===== config.mk =====
export PLATFORM = sky130hd
export DESIGN_NAME = sa_ax_arbiter
export DESIGN_NICKNAME = d
export VERILOG_FILES = /design/src/rtl/sa_pkg.sv /design/src/rtl/sa_rr_arbiter.sv /design/src/rtl/sa_ax_arbiter.sv
export SDC_FILE = /design/constraint.sdc
export NUM_CORES = 1
export LEC_CHECK = 0
export BUFFER_PORTS_ARGS = -buffer_cell sky130_fd_sc_hd__buf_2
export CAP_MARGIN = 20
export CORE_ASPECT_RATIO = 1.25
export CORE_UTILIZATION = 35
export CTS_BUF_LIST = sky130_fd_sc_hd__clkbuf_16
export DETAILED_ROUTE_END_ITERATION = 10
export PLACE_DENSITY = 0.78
export SLEW_MARGIN = 20
export SYNTH_ARGS = -nofsm -noshare
export SYNTH_HDL_FRONTEND = slang
export SYNTH_SLANG_ARGS = --single-unit

===== constraint.sdc =====
create_clock -name ACLK_i -period 3 [get_ports ACLK_i]
set_clock_uncertainty 0.15 [all_clocks]
set_input_delay 0.45 -clock ACLK_i [delete_from_list [all_inputs] [get_ports ACLK_i]]
set_output_delay 0.45 -clock ACLK_i [all_outputs]
set_load 0.02 [all_outputs]

===== src/rtl/sa_pkg.sv =====
// rtl/sa_pkg.sv - shared types and default widths for the slave-side Ax arbitration stage.
package sa_pkg;

  typedef enum logic [0:0] {
    SA_ARB  = 1'b0,
    SA_HOLD = 1'b1
  } sa_state_e;

  localparam int SA_MST_AMT        = 2;
  localparam int SA_TRANS_MST_ID_W = 5;
  localparam int SA_MST_ID_W       = $clog2(SA_MST_AMT);
  localparam int SA_TRANS_SLV_ID_W = SA_TRANS_MST_ID_W + SA_MST_ID_W;
  localparam int SA_ADDR_W         = 32;
  localparam int SA_BURST_W        = 2;
  localparam int SA_LEN_W          = 3;
  localparam int SA_SIZE_W         = 3;
  localparam int SA_AX_PAYLOAD_W   = SA_TRANS_SLV_ID_W + SA_ADDR_W + SA_BURST_W + SA_LEN_W + SA_SIZE_W;

  // Round-robin successor; written without % so non-power-of-2 counts synthesize cheaply.
  function automatic int sa_wrap_inc(input int idx, input int amt);
    return (idx + 1 >= amt) ? 0 : idx + 1;
  endfunction

endpackage


===== src/rtl/sa_rr_arbiter.sv =====
// rtl/sa_rr_arbiter.sv - round-robin pick: first requester at or after the pointer, wrapping.
module sa_rr_arbiter #(
  parameter int N  = 2,
  parameter int IW = $clog2(N)
) (
  input  logic [N-1:0]  req_i,
  input  logic [IW-1:0] ptr_i,
  output logic          gnt_valid_o,
  output logic [IW-1:0] gnt_idx_o
);

  // Scan from the far end so the candidate closest to the pointer is written last.
  always_comb begin
    int idx;
    gnt_valid_o = 1'b0;
    gnt_idx_o   = '0;
    for (int k = N - 1; k >= 0; k--) begin
      idx = int'(ptr_i) + k;
      if (idx >= N) idx = idx - N;
      if (req_i[idx]) begin
        gnt_valid_o = 1'b1;
        gnt_idx_o   = IW'(idx);
      end
    end
  end

endmodule


===== src/rtl/sa_ax_arbiter.sv =====
// rtl/sa_ax_arbiter.sv - merges per-master Ax requests onto one slave Ax port and logs grant order.
// Define SA_AX_OUTPUT_REG_EN to register the slave Ax port through a full skid buffer.
module sa_ax_arbiter
  import sa_pkg::*;
#(
  parameter int MST_AMT           = 2,
  parameter int OUTSTANDING_AMT   = 8,
  parameter int OUTST_CTN_W       = $clog2(OUTSTANDING_AMT) + 1,
  parameter int ADDR_WIDTH        = 32,
  parameter int TRANS_MST_ID_W    = 5,
  parameter int TRANS_BURST_W     = 2,
  parameter int TRANS_DATA_LEN_W  = 3,
  parameter int TRANS_DATA_SIZE_W = 3,
  parameter int MST_ID_W          = $clog2(MST_AMT),
  parameter int TRANS_SLV_ID_W    = TRANS_MST_ID_W + MST_ID_W
) (
  input  logic                                  ACLK_i,
  input  logic                                  ARESET_i,
  input  logic [TRANS_MST_ID_W*MST_AMT-1:0]     m_AxID_i,
  input  logic [ADDR_WIDTH*MST_AMT-1:0]         m_AxADDR_i,
  input  logic [TRANS_BURST_W*MST_AMT-1:0]      m_AxBURST_i,
  input  logic [TRANS_DATA_LEN_W*MST_AMT-1:0]   m_AxLEN_i,
  input  logic [TRANS_DATA_SIZE_W*MST_AMT-1:0]  m_AxSIZE_i,
  input  logic [MST_AMT-1:0]                    m_AxVALID_i,
  output logic [MST_AMT-1:0]                    m_AxREADY_o,
  output logic [TRANS_SLV_ID_W-1:0]             s_AxID_o,
  output logic [ADDR_WIDTH-1:0]                 s_AxADDR_o,
  output logic [TRANS_BURST_W-1:0]              s_AxBURST_o,
  output logic [TRANS_DATA_LEN_W-1:0]           s_AxLEN_o,
  output logic [TRANS_DATA_SIZE_W-1:0]          s_AxSIZE_o,
  output logic                                  s_AxVALID_o,
  input  logic                                  s_AxREADY_i,
  input  logic                                  s_xVALID_i,
  input  logic                                  s_xREADY_i,
  output logic [MST_ID_W-1:0]                   sa_xDATA_mst_id_o,
  output logic                                  sa_xDATA_disable_o,
  output logic [OUTST_CTN_W-1:0]                sa_Ax_outst_ctn_o
);

  localparam int PW    = TRANS_SLV_ID_W + ADDR_WIDTH + TRANS_BURST_W + TRANS_DATA_LEN_W + TRANS_DATA_SIZE_W;
  localparam int PTR_W = (OUTSTANDING_AMT > 1) ? $clog2(OUTSTANDING_AMT) : 1;

  sa_state_e                   state_q;
  logic [MST_ID_W-1:0]         rr_ptr_q, hold_idx_q;
  logic                        arb_valid;
  logic [MST_ID_W-1:0]         arb_idx;
  logic                        a_valid, a_ready, a_hs;
  logic [MST_ID_W-1:0]         a_idx;
  logic [TRANS_DATA_LEN_W-1:0] a_len;
  logic [PW-1:0]               a_payload;
  logic                        s_valid;
  logic [PW-1:0]               s_payload;
  logic                        fifo_full, fifo_empty;

  sa_rr_arbiter #(.N(MST_AMT), .IW(MST_ID_W)) u_rr (
    .req_i       (m_AxVALID_i),
    .ptr_i       (rr_ptr_q),
    .gnt_valid_o (arb_valid),
    .gnt_idx_o   (arb_idx)
  );

  // HOLD keeps the latched master on the port and ignores new requests until accepted.
  always_comb begin
    a_valid = arb_valid & ~fifo_full;
    a_idx   = arb_idx;
    if (state_q == SA_HOLD) begin
      a_valid = 1'b1;
      a_idx   = hold_idx_q;
    end
  end

  assign a_hs  = a_valid & a_ready;
  assign a_len = m_AxLEN_i[int'(a_idx)*TRANS_DATA_LEN_W +: TRANS_DATA_LEN_W];
  assign a_payload = {a_idx,
                      m_AxID_i[int'(a_idx)*TRANS_MST_ID_W +: TRANS_MST_ID_W],
                      m_AxADDR_i[int'(a_idx)*ADDR_WIDTH +: ADDR_WIDTH],
                      m_AxBURST_i[int'(a_idx)*TRANS_BURST_W +: TRANS_BURST_W],
                      a_len,
                      m_AxSIZE_i[int'(a_idx)*TRANS_DATA_SIZE_W +: TRANS_DATA_SIZE_W]};

  always_comb begin
    m_AxREADY_o = '0;
    if (a_hs) m_AxREADY_o[a_idx] = 1'b1;
  end

  always_ff @(posedge ACLK_i) begin
    if (ARESET_i) begin
      state_q    <= SA_ARB;
      rr_ptr_q   <= '0;
      hold_idx_q <= '0;
    end else begin
      case (state_q)
        SA_ARB: begin
          if (a_valid) begin
            if (a_ready) begin
              rr_ptr_q <= MST_ID_W'(sa_wrap_inc(int'(a_idx), MST_AMT));
            end else begin
              hold_idx_q <= a_idx;
              state_q    <= SA_HOLD;
            end
          end
        end
        SA_HOLD: begin
          if (a_ready) begin
            rr_ptr_q <= MST_ID_W'(sa_wrap_inc(int'(hold_idx_q), MST_AMT));
            state_q  <= SA_ARB;
          end
        end
        default: state_q <= SA_ARB;
      endcase
    end
  end

`ifdef SA_AX_OUTPUT_REG_EN
  logic          out_valid_q, skid_valid_q;
  logic [PW-1:0] out_data_q, skid_data_q;

  // Upstream ready depends only on the skid slot, so no combinational path from s_AxREADY_i.
  assign a_ready = ~skid_valid_q;

  always_ff @(posedge ACLK_i) begin
    if (ARESET_i) begin
      out_valid_q  <= 1'b0;
      skid_valid_q <= 1'b0;
    end else if (!out_valid_q || s_AxREADY_i) begin
      if (skid_valid_q) begin
        out_valid_q  <= 1'b1;
        skid_valid_q <= 1'b0;
      end else begin
        out_valid_q <= a_valid;
      end
    end else if (a_valid && !skid_valid_q) begin
      skid_valid_q <= 1'b1;
    end
  end

  always_ff @(posedge ACLK_i) begin
    if (!out_valid_q || s_AxREADY_i) begin
      out_data_q <= skid_valid_q ? skid_data_q : a_payload;
    end else if (!skid_valid_q) begin
      skid_data_q <= a_payload;
    end
  end

  assign s_valid   = out_valid_q;
  assign s_payload = out_data_q;
`else
  assign a_ready   = s_AxREADY_i;
  assign s_valid   = a_valid;
  assign s_payload = a_payload;
`endif

  assign s_AxVALID_o = s_valid;
  assign {s_AxID_o, s_AxADDR_o, s_AxBURST_o, s_AxLEN_o, s_AxSIZE_o} = s_payload;

  logic [MST_ID_W-1:0]         ord_idx_q [OUTSTANDING_AMT];
  logic [TRANS_DATA_LEN_W-1:0] ord_len_q [OUTSTANDING_AMT];
  logic [PTR_W-1:0]            wr_ptr_q, rd_ptr_q;
  logic [OUTST_CTN_W-1:0]      ctn_q;
  logic [TRANS_DATA_LEN_W-1:0] beat_q;
  logic                        beat, pop;

  assign fifo_full  = (ctn_q == OUTST_CTN_W'(OUTSTANDING_AMT));
  assign fifo_empty = (ctn_q == '0);
  assign beat       = s_xVALID_i & s_xREADY_i & ~fifo_empty;
  assign pop        = beat & (beat_q == ord_len_q[rd_ptr_q]);

  function automatic logic [PTR_W-1:0] ptr_inc(input logic [PTR_W-1:0] p);
    return (p == PTR_W'(OUTSTANDING_AMT - 1)) ? '0 : p + 1'b1;
  endfunction

  always_ff @(posedge ACLK_i) begin
    if (a_hs) begin
      ord_idx_q[wr_ptr_q] <= a_idx;
      ord_len_q[wr_ptr_q] <= a_len;
    end
  end

  always_ff @(posedge ACLK_i) begin
    if (ARESET_i) begin
      wr_ptr_q <= '0;
      rd_ptr_q <= '0;
      ctn_q    <= '0;
      beat_q   <= '0;
    end else begin
      if (a_hs) wr_ptr_q <= ptr_inc(wr_ptr_q);
      if (pop)  rd_ptr_q <= ptr_inc(rd_ptr_q);
      if (beat) beat_q   <= pop ? '0 : beat_q + 1'b1;
      case ({a_hs, pop})
        2'b10:   ctn_q <= ctn_q + 1'b1;
        2'b01:   ctn_q <= ctn_q - 1'b1;
        default: ctn_q <= ctn_q;
      endcase
    end
  end

  assign sa_xDATA_mst_id_o  = ord_idx_q[rd_ptr_q];
  assign sa_xDATA_disable_o = fifo_empty;
  assign sa_Ax_outst_ctn_o  = ctn_q;

endmodule

==> results of run 1 <==
-- worst max-delay path by stage --
stage,end,cells past startpoint
final,sa_Ax_outst_ctn_o[2],12
after global routing,sa_Ax_outst_ctn_o[2],12
after CTS,sa_Ax_outst_ctn_o[2],12
after detailed placement,sa_Ax_outst_ctn_o[2],12
after global placement,sa_Ax_outst_ctn_o[2],12
after floorplan,sa_Ax_outst_ctn_o[2],14
-- power by group --
| part | internal [mW] | leakage (nW) | switching (mW) |
|---|---|---|---|
| clock network | 0.355 | 0.0794 | 0.236 |
| logic | 0.189 | 1.14 | 0.221 |
| registers | 0.768 | 0.447 | 0.0194 |
| total | 1.31 | 1.67 | 0.477 |
-- layer usage --
metal / part of all wire (%) / track usage (%) / vias up
met4: 1.1 / 5.26 / 0
li1: - / - / 1112
met5: 0 / 0 / -
met1: 40 / 22.3 / 1046
met3: 7.5 / 3.33 / 5
met2: 51 / 30.3 / 101
-- what timing repair did --
action                                  CTS  global route
gates resized for setup                   0             7
buffers inserted                          0             1
endpoints found under the setup margin    0             1
hold buffers                              0             0
-- layout make-up --
| cell class | instances | area share, % |
|---|---|---|
| Tap cell | 95 | 3.05 |
| Multi-Input combinational cell | 152 | 36.0 |
| Clock buffer | 6 | 3.86 |
| Sequential cell | 51 | 34.5 |
| Inverter | 1 | 0.0964 |
| Clock inverter | 2 | 0.225 |
| Timing Repair Buffer | 160 | 22.2 |
-- metrics by stage --
stage	setup WS, ns	power (mW)	cell area, um2
after global placement	0.177	1.21	3680
final	0.124	1.79	3890
after detailed placement	0.111	1.21	3680
after global routing	0.000123	1.86	3890
after floorplan	0.0263	1.04	2810
after CTS	0.0844	1.80	3840
-- kinds of logic (layout without fill, tap and decap cells) --
family / Yosys count / after routing / synth area share (%)
compound gates: 14 / 14 / 3.15
xor+xnor: 8 / 8 / 2.52
fa+ha+maj: 8 / 8 / 3.60
buf+inv: 14 / 169 / 3.06
flops: 51 / 51 / 48.2
mux: 68 / 68 / 29.0
simple gates: 54 / 54 / 10.5
-- registers in the layout, indices dropped and copies added, names as in the netlist, named ones only --
name,flops
state_q,1
beat_q,3
ord_len_q,24
sa_Ax_outst_ctn_o,4
rr_ptr_q,1
rd_ptr_q,3
ord_idx_q,8
hold_idx_q,1
wr_ptr_q,3
-- synth_stat cells (all sizes together) --
library cell / n
mux2: 47
edfxtp: 32
dfxtp: 19
mux2i: 16
nand2: 10
nor2: 10
buf: 8
ha: 8
a21oi: 7
nand2b: 7
xor2: 7
nor3: 6
clkbuf: 5
mux4: 5
nor2b: 4
nand3: 3
nor3b: 3
nor4: 3
o21ai: 3
or3: 2
a21o: 1
and3b: 1
and4: 1
inv: 1
nand3b: 1
nor4b: 1
o21bai: 1
o22ai: 1
o32ai: 1
or2: 1
or3b: 1
xnor2: 1
==> summary.txt, run 1 <==
Synthesis
  – Number of synthesized register bits: 51
  – Synthesized cell area: 2780 um2
  – Cell taking the most area after synthesis: edfxtp_1
  – Yosys warns: 0
  – Syn nets: 322
  – Yosys cell types: 37
  – Post-synth top area share: 34.5%
  – Top cells by area, synth: edfxtp_1, mux2_2, dfxtp_1
  – Syn_area_per_cell: 12.8 um2
  – Post-synthesis cell count: 217
  – Register area share after synthesis: 48.2%

Worst setup path
  – Critical Path Fanout Max: 7
  – CP dominant cell by count: xor2_1
  – CP top delay family: simple AND/OR/NAND/NOR gates
  – Startpoint Class: flop
  – Reg2Reg Depth: 12
  – CP max stage cell: mux4_2
  – Crit Path Category: flop to flop
  – Critical path cell sequence: clkbuf_16 -> mux2i_1 -> mux4_2 -> xor2_1 -> and4_4 -> ha_4 -> xor2_1 -> ha_2 -> a21oi_2 -> xor2_1 -> or3_1 -> a21oi_1
  – Kind of end point of the critical path: flop
  – Flop2flop setup slack: 0.12 ns
  – Arr. time, crit path: 2.95 ns
  – Worst EP required: 3.07 ns
  – CP max stage delay: 0.47 ns
  – Buf+Inv Stages, Crit Path: 1
  – Reg2reg end: sa_Ax_outst_ctn_o[2]

Hold path
  – Hold_sp: s_AxREADY_i
  – WHS Path Cells: 2
  – Worst Hold End: state_q
  – Hold Path Class: input pin to flop

Status
  – Outcome: completed

Routing
  – Detailed Route WL: 7330 um
  – Drt first pass iters: 5
  – Drt initial violations: 86
  – Post-DRT Antenna Nets: 0
  – Vias per std cell: 4.85
  – Detailed-route DRC error count: 0
  – Drt wl/cell: 15.7 um
  – Via count: 2264

Timing
  – Final min period: 2.88 ns
  – Tcrit/Tclk final: 95.9%
  – TNS Setup: 0 ns
  – Rel. slew slack: 53.2%
  – Final setup violation count: 0
  – WHS: 0.274 ns
  – Worst-Margin Slew: 0.697 ns
  – Slew Viols, Final: 0
  – Achievable Freq: 348 MHz
  – RSZ-0062 raised after global routing: false
  – Final hold vios: 0

Finish
  – FILL cells: 684
  – Fraction of layout cells with a size suffix above 1: 62.4%
  – Area of the multi-input gates: 1400 um2
  – Most common cell after layout, fill and taps aside: buf_2
  – Antenna Cells: 0
  – Reg area: 1340 um2
  – Non-Filler Instances: 467
  – Final core occ: 50.3%
  – Layout area overhead: 40.0%
  – Commonest cells after routing, fill and taps aside: buf_2, mux2_2, edfxtp_1
  – Layout net count: 476

Global routing
  – Pin count of the biggest net entering global routing: 44
  – Total Routing Usage GR: 17.7%
  – Global-route wire length before repair: 10600 um
  – Initial antenna violation count: 0
  – Vias in the first global route: 2029
  – Total grt overflow: 0

Placement
  – GP Congestion: 0.791
  – DP Wirelength: 5890 um
  – Port bufs: 151
  – Placed cells: 457

Job
  – Max-Cap Viols: 0

Floorplan
  – # IOs: 152
  – Core ar.: 7750 um2
  – Standard-cell rows: 36
  – Starting Density: 35.9%
  – Die ar.: 8310 um2
  – Die W: 81.7 um
  – Die height: 102 um

Clock tree
  – Inserted Clock Buffers: 5
  – CTS root buf: clkbuf_16
  – Clock latency on the worst-skew pair: 0.29 ns
  – CTS Buffer Depth: 2
  – CTS tree: done
  – H-Tree Level Count: 2
  – CTS Sinks: 51
  – Worst-path clk slew: 0.06 ns

Power
  – Peak VDD IR: 204 uV
  – Leak: 1.67 nW
  – Pwr Density: 459 nW/um2
(Power assumes the default switching activity.)
==> run 2, diff against run 1 <==
SETUP_SLACK_MARGIN = 0.1   (was unset)
SYNTH_HIERARCHICAL = 1   (was unset)
==> summary.txt, run 2 <==
Status
  – Outcome: completed (unchanged)

Hold path
  – WHS Path Cells: 2 (unchanged)
  – Hold Path Class: input pin to flop (unchanged)
  – Worst Hold End: state_q (unchanged)
  – Hold_sp: s_AxREADY_i (unchanged)

Synthesis
  – Post-synth top cells: mux2_2, edfxtp_1, dfxtp_1, mux2i_1, nor2_1 (was mux2_2, edfxtp_1, dfxtp_1)
  – Most used DFF post-synth: edfxtp_1 (unchanged)
  – Post-synthesis cell count: 217 (unchanged)
  – Top cells by area, synth: edfxtp_1, mux2_2, dfxtp_1 (unchanged)
  – Cell taking the most area after synthesis: edfxtp_1 (unchanged)
  – Register area share after synthesis: 48.1% (was 48.2%)
  – Yosys cell types: 35 (was 37)
  – Synthesized cell area: 2790 um2 (was 2780 um2)
  – Count leader, synth: mux2_2 (unchanged)
  – Async set-reset flop share out of synthesis: 0% (unchanged)
  – Post-synth top area share: 34.5% (about the same)
  – Syn_area_per_cell: 12.8 um2 (about the same)
  – Post-synth EDFFs: 32 (unchanged)
  – Yosys warns: 6 (was 0)
  – Syn nets: 322 (unchanged)
  – Number of synthesized register bits: 51 (unchanged)

Timing
  – Final setup violation count: 0 (unchanged)
  – Final worst slack: 0.0952 ns (was 0.124 ns)
  – RSZ-0062 raised after global routing: true (was false)
  – Rel. slew slack: 49.1% (was 53.2%)
  – TNS Setup: 0 ns (unchanged)
  – Worst-Margin Slew: 0.758 ns (was 0.697 ns)
  – Final hold vios: 0 (unchanged)
  – Final min period: 2.90 ns (was 2.88 ns)
  – Achievable Freq: 344 MHz (was 348 MHz)
  – Tcrit/Tclk final: 96.8% (was 95.9%)
  – Slew Viols, Final: 0 (unchanged)

Global routing
  – Total Routing Usage GR: 19.1% (was 17.7%)
  – Total grt overflow: 0 (unchanged)
  – Vias in the first global route: 2195 (was 2029)
  – Initial antenna violation count: 0 (unchanged)
  – Global-route wire length before repair: 11500 um (was 10600 um)
  – Pin count of the biggest net entering global routing: 46 (was 44)

Power
  – Peak VDD IR: 228 uV (was 204 uV)
  – Pwr Density: 464 nW/um2 (was 459 nW/um2)
  – Leak: 1.69 nW (was 1.67 nW)

Worst setup path
  – Critical Path Fanout Max: 11 (was 7)
  – Worst EP required: 3.08 ns (was 3.07 ns)
  – Crit Path Category: flop to flop (unchanged)
  – Reg2reg end: sa_Ax_outst_ctn_o[2] (unchanged)
  – Startpoint Class: flop (unchanged)
  – Kind of end point of the critical path: flop (unchanged)
  – Flop2flop setup slack: 0.1 ns (was 0.12 ns)
  – Reg2Reg Depth: 12 (unchanged)
  – Arr. time, crit path: 2.98 ns (was 2.95 ns)

Routing
  – Met3 wire length: 400 um (was 550 um)
  – Post-DRT Antenna Nets: 0 (unchanged)
  – Drt initial violations: 114 (was 86)
  – Detailed Route WL: 7670 um (was 7330 um)
  – Vias per std cell: 4.88 (was 4.85)
  – Via count: 2269 (was 2264)
  – Drt first pass iters: 5 (unchanged)
  – Detailed-route DRC error count: 0 (unchanged)
  – Max Used Layer: met4 (unchanged)
  – Drt wl/cell: 16.5 um (was 15.7 um)
  – Metal-1 WL: 2940 um (was 2930 um)
  – Routed wl met2: 4190 um (was 3770 um)

Finish
  – Fraction of layout cells with a size suffix above 1: 62.4% (about the same)
  – Layout area overhead: 39.7% (was 40.0%)
  – FILL cells: 689 (was 684)
  – Antenna Cells: 0 (unchanged)
  – Commonest cells after routing, fill and taps aside: buf_2, mux2_2, edfxtp_1 (unchanged)
  – Largest register FFs: 24 (unchanged)
  – Layout net count: 474 (was 476)
  – Non-Filler Instances: 465 (was 467)
  – Most common cell after layout, fill and taps aside: buf_2 (unchanged)
  – Most flops, register: ord_len_q (unchanged)

Placement
  – GP Congestion: 0.806 (was 0.791)
  – Placed cells: 457 (unchanged)
  – Port bufs: 151 (unchanged)
  – DP Wirelength: 6120 um (was 5890 um)
  – Pre-CTS setup slack: 0.0158 ns (was 0.111 ns)

Floorplan
  – Core ar.: 7750 um2 (unchanged)
  – Die ar.: 8320 um2 (was 8310 um2)
  – Standard-cell rows: 36 (unchanged)
  – Die height: 102 um (about the same)
  – # IOs: 152 (unchanged)
  – Die W: 81.8 um (was 81.7 um)
  – Starting Density: 36.0% (was 35.9%)

Job
  – Max-Cap Viols: 0 (unchanged)

Clock tree
  – Clock latency on the worst-skew pair: 0.30 ns (was 0.29 ns)
  – Inserted Clock Buffers: 5 (unchanged)
  – CTS Buffer Depth: 2 (unchanged)
  – CTS Sinks: 51 (unchanged)
  – H-Tree Level Count: 2 (unchanged)
  – CTS tree: done (unchanged)
  – Worst-path clk slew: 0.07 ns (was 0.06 ns)
  – CTS root buf: clkbuf_16 (unchanged)
[run 2: cell types whose count changed after synthesis, moves of 3 or more]
cell,delta
mux2i_1,+3
nand2_1,-3
nand2b_1,+3
nor2_1,+3
nor2b_1,-3
nor3b_1,-3
[run 2: through the flow]
step | utilization, % | instance area [um2] | hold slack (ns) | power [mW]
floorplan | - | 2830 | 0.310 | 1.06
global placement | 47.9 | 3710 | 0.333 | 1.22
detailed placement | 47.9 | 3710 | 0.346 | 1.23
CTS | 50.0 | 3870 | 0.250 | 1.81
global route | 50.3 | 3890 | 0.252 | 1.88
finish | 50.3 | 3890 | 0.250 | 1.81
[run 2: layout make-up]
| cell class | instances | area [um2] | area share (%) |
|---|---|---|---|
| Clock buffer | 6 | 150 | 3.86 |
| Clock inverter | 2 | 7.51 | 0.193 |
| Inverter | 3 | 11.3 | 0.289 |
| Multi-Input combinational cell | 150 | 1430 | 36.6 |
| Sequential cell | 51 | 1350 | 34.6 |
| Tap cell | 95 | 119 | 3.05 |
| Timing Repair Buffer | 158 | 833 | 21.4 |
[run 2: cells by family (layout without fill, tap and decap cells)]
| logic type | Yosys count | count (layout) | synth area share [%] |
|---|---|---|---|
| flip-flops | 51 | 51 | 48.1 |
| XOR/XNOR | 8 | 8 | 2.51 |
| AND/OR/NAND/NOR | 51 | 51 | 9.79 |
| adder cells (fa/ha/maj) | 8 | 8 | 3.59 |
| AO/OA/AOI/OAI | 12 | 12 | 2.87 |
| multiplexers | 71 | 71 | 30.0 |
| buffers and inverters | 16 | 169 | 3.10 |
[run 2: per-layer routing]
| layer | vias to the layer above | GRT usage [%] |
|---|---|---|
| li1 | 1108 | - |
| met1 | 1047 | 22.8 |
| met2 | 105 | 34.1 |
| met3 | 9 | 3.42 |
| met4 | 0 | 6.21 |
| met5 | - | 0 |
[run 2: worst max-delay path by stage]
stage / cells after the start / end / slack (ns)
2_1_floorplan: 12 / sa_Ax_outst_ctn_o[2] / 0.13
3_3_place_gp: 11 / sa_Ax_outst_ctn_o[2] / 0.11
3_5_place_dp: 11 / sa_Ax_outst_ctn_o[2] / 0.02
4_1_cts: 12 / sa_Ax_outst_ctn_o[2] / 0.10
5_1_grt: 12 / sa_Ax_outst_ctn_o[2] / -0.0007
6_report: 12 / sa_Ax_outst_ctn_o[2] / 0.1
[run 2: where the power goes]
group          leakage (nW)  switching (mW)  internal [mW]  total [mW]
combinational          1.16           0.238          0.195       0.433
clock                0.0846           0.237          0.354       0.591
sequential            0.447          0.0129          0.768       0.781
total                  1.69           0.488           1.32        1.81
[run 2: repair_timing]
action / CTS / global route
setup endpoints to repair: 2 / 2
pin swaps: 0 / 1
setup buffers: 0 / 0
gates resized for setup: 1 / 7
hold buffers: 0 / 0
[run 2: worst max-delay path: stages (launching register included)]
cell and delay [ns]:
dfxtp_2 0.33, buf_12 0.14, mux2i_1 0.11, mux4_2 0.49, xor2_2 0.17, and4_4 0.26, ha_4 0.16, xor2_1 0.17
ha_1 0.17, a21oi_1 0.05, xor2_1 0.15, or3_1 0.34, a21oi_2 0.14
==> run 3, diff against run 2 <==
CTS_CLUSTER_SIZE = 14   (was unset)
PLACE_DENSITY = 0.75   (was 0.78)
clock period = 3.19 ns   (was 3 ns; I/O delays follow)
==> summary.txt, run 3 (same netlist as run 2, synthesis figures left out) <==
Job
  – Max-Cap Viols: 0 (unchanged)

Clock tree
  – Inserted Clock Buffers: 5 (unchanged)
  – CTS Buffer Depth: 2 (unchanged)
  – Worst-path clk slew: 0.07 ns (about the same)
  – H-Tree Level Count: 2 (unchanged)
  – Post-CTS setup buffer count: 0 (unchanged)
  – CTS root buf: clkbuf_16 (unchanged)
  – Clock latency on the worst-skew pair: 0.29 ns (was 0.30 ns)
  – CTS tree: done (unchanged)
  – CTS Sinks: 51 (unchanged)

Routing
  – Drt wl/cell: 15.1 um (was 16.5 um)
  – Met3 wire length: 434 um (was 400 um)
  – Max Used Layer: met4 (unchanged)
  – Routed wl met2: 3790 um (was 4190 um)
  – Post-DRT Antenna Nets: 0 (unchanged)
  – Metal-1 WL: 2690 um (was 2940 um)
  – Drt initial violations: 62 (was 114)
  – Detailed-route DRC error count: 0 (unchanged)
  – Vias per std cell: 4.90 (was 4.88)
  – Drt first pass iters: 4 (was 5)
  – Via count: 2285 (was 2269)
  – Detailed Route WL: 7050 um (was 7670 um)

Floorplan
  – Standard-cell rows: 36 (unchanged)
  – # IOs: 152 (unchanged)
  – Die height: 102 um (unchanged)
  – Core ar.: 7750 um2 (unchanged)
  – Die W: 81.8 um (unchanged)
  – Starting Density: 36.0% (unchanged)
  – Die ar.: 8320 um2 (unchanged)

Finish
  – Layout net count: 475 (was 474)
  – Largest register FFs: 24 (unchanged)
  – Area of the multi-input gates: 1380 um2 (was 1430 um2)
  – Fin area: 3850 um2 (was 3890 um2)
  – Layout area overhead: 38.1% (was 39.7%)
  – Commonest cells after routing, fill and taps aside: buf_2, mux2_2, edfxtp_1 (unchanged)
  – Fraction of layout cells with a size suffix above 1: 60.9% (was 62.4%)
  – Reg area: 1340 um2 (was 1350 um2)
  – Antenna Cells: 0 (unchanged)
  – Most flops, register: ord_len_q (unchanged)
  – FILL cells: 693 (was 689)
  – Most common cell after layout, fill and taps aside: buf_2 (unchanged)

Worst setup path
  – CP max stage delay: 0.47 ns (was 0.49 ns)
  – Crit Path Category: flop to flop (unchanged)
  – Worst EP required: 3.26 ns (was 3.08 ns)
  – CP max stage cell: mux4_2 (unchanged)
  – Critical path cell sequence: buf_4 -> mux2i_1 -> mux4_2 -> xor2_1 -> and4_1 -> ha_1 -> xor2_1 -> ha_1 -> a21oi_1 -> xor2_1 -> or3_1 -> a21oi_1 (was buf_12 -> mux2i_1 -> mux4_2 -> xor2_2 -> and4_4 -> ha_4 -> xor2_1 -> ha_1 -> a21oi_1 -> xor2_1 -> or3_1 -> a21oi_2)
  – CP dominant cell by count: xor2_1 (unchanged)
  – Critical Path Fanout Max: 11 (unchanged)
  – Startpoint Class: flop (unchanged)
  – Kind of end point of the critical path: flop (unchanged)
  – Flop2flop setup slack: 0.26 ns (was 0.1 ns)
  – Reg2Reg Depth: 12 (unchanged)
  – Arr. time, crit path: 3.01 ns (was 2.98 ns)

Hold path
  – Hold Path Class: input pin to flop (unchanged)
  – WHS Path Cells: 2 (unchanged)

Timing
  – Tcrit/Tclk final: 91.9% (was 96.8%)
  – Rel. slew slack: 49.2% (was 49.1%)
  – TNS Setup: 0 ns (unchanged)
  – Final setup violation count: 0 (unchanged)
  – Final min period: 2.93 ns (was 2.90 ns)
  – Slew Viols, Final: 0 (unchanged)
  – WHS: 0.263 ns (was 0.250 ns)
  – Final hold vios: 0 (unchanged)
  – Final worst slack: 0.257 ns (was 0.0952 ns)
  – Achievable Freq: 341 MHz (was 344 MHz)
  – Worst-Margin Slew: 0.756 ns (was 0.758 ns)
  – RSZ-0062 raised after global routing: false (was true)

Global routing
  – Initial antenna violation count: 0 (unchanged)
  – Global-route wire length before repair: 10500 um (was 11500 um)
  – Total grt overflow: 0 (unchanged)
  – Total Routing Usage GR: 17.3% (was 19.1%)
  – Pin count of the biggest net entering global routing: 38 (was 46)
  – Vias in the first global route: 2096 (was 2195)

Power
  – Pwr Density: 450 nW/um2 (was 464 nW/um2)
  – Leak: 1.69 nW (about the same)
  – Peak VDD IR: 269 uV (was 228 uV)

Placement
  – Pre-CTS setup slack: 0.133 ns (was 0.0158 ns)
  – Port bufs: 151 (unchanged)
  – GP Congestion: 0.789 (was 0.806)
  – Cell Area, Placed: 3680 um2 (was 3710 um2)
  – DP Wirelength: 5710 um (was 6120 um)

Status
  – Outcome: completed (unchanged)
run 3: per-stage QoR:
stage	cells	total power [mW]	utilization, %
after floorplan	217	0.986	-
after global placement	458	1.14	47.5
after detailed placement	458	1.15	47.5
after CTS	466	1.75	49.7
after global routing	466	1.79	49.7
final	466	1.73	49.7
run 3: worst paths after layout:
check	endpoint	start
max	sa_Ax_outst_ctn_o[2]	flop
min	state_q	s_AxREADY_i
max reg2reg	sa_Ax_outst_ctn_o[2]	flop
min reg2reg	flop	rd_ptr_q[2]
run 3: cell type report:
| cell class | instances | share of cell area, % |
|---|---|---|
| timing repair buffer | 159 | 21.5 |
| multi-input combinational | 150 | 35.8 |
| tap | 95 | 3.09 |
| clock inverter | 3 | 1.14 |
| clock buffer | 5 | 3.25 |
| sequential | 51 | 34.9 |
| inverter | 3 | 0.293 |
run 3: what timing repair did:
| item | CTS | global route |
|---|---|---|
| endpoints found under the setup margin | 1 | 0 |
| hold buffers | 0 | 0 |
| gates resized for setup | 1 | 0 |
run 3: worst max-delay path, delay by kind of cell, from the launching register on:
kind / cells / cell delay (ns)
muxes: 2 / 0.58
and+or+nand+nor: 2 / 0.49
adders and majority gates: 2 / 0.42
xor gates and xnor gates: 3 / 0.41
DFF: 1 / 0.31
AOI/OAI and AO/OA: 2 / 0.28
buffers and inverters: 1 / 0.22
run 3: routing by layer:
metal / vias to the layer above / track usage, %
met5: - / 0
met2: 103 / 31.1
met3: 7 / 2.61
met4: 0 / 6.48
met1: 1071 / 20.3
li1: 1104 / -
run 3: power by group:
part	internal, mW	total [mW]	switching, mW
registers	0.723	0.738	0.0149
clock network	0.370	0.600	0.230
logic	0.180	0.391	0.211
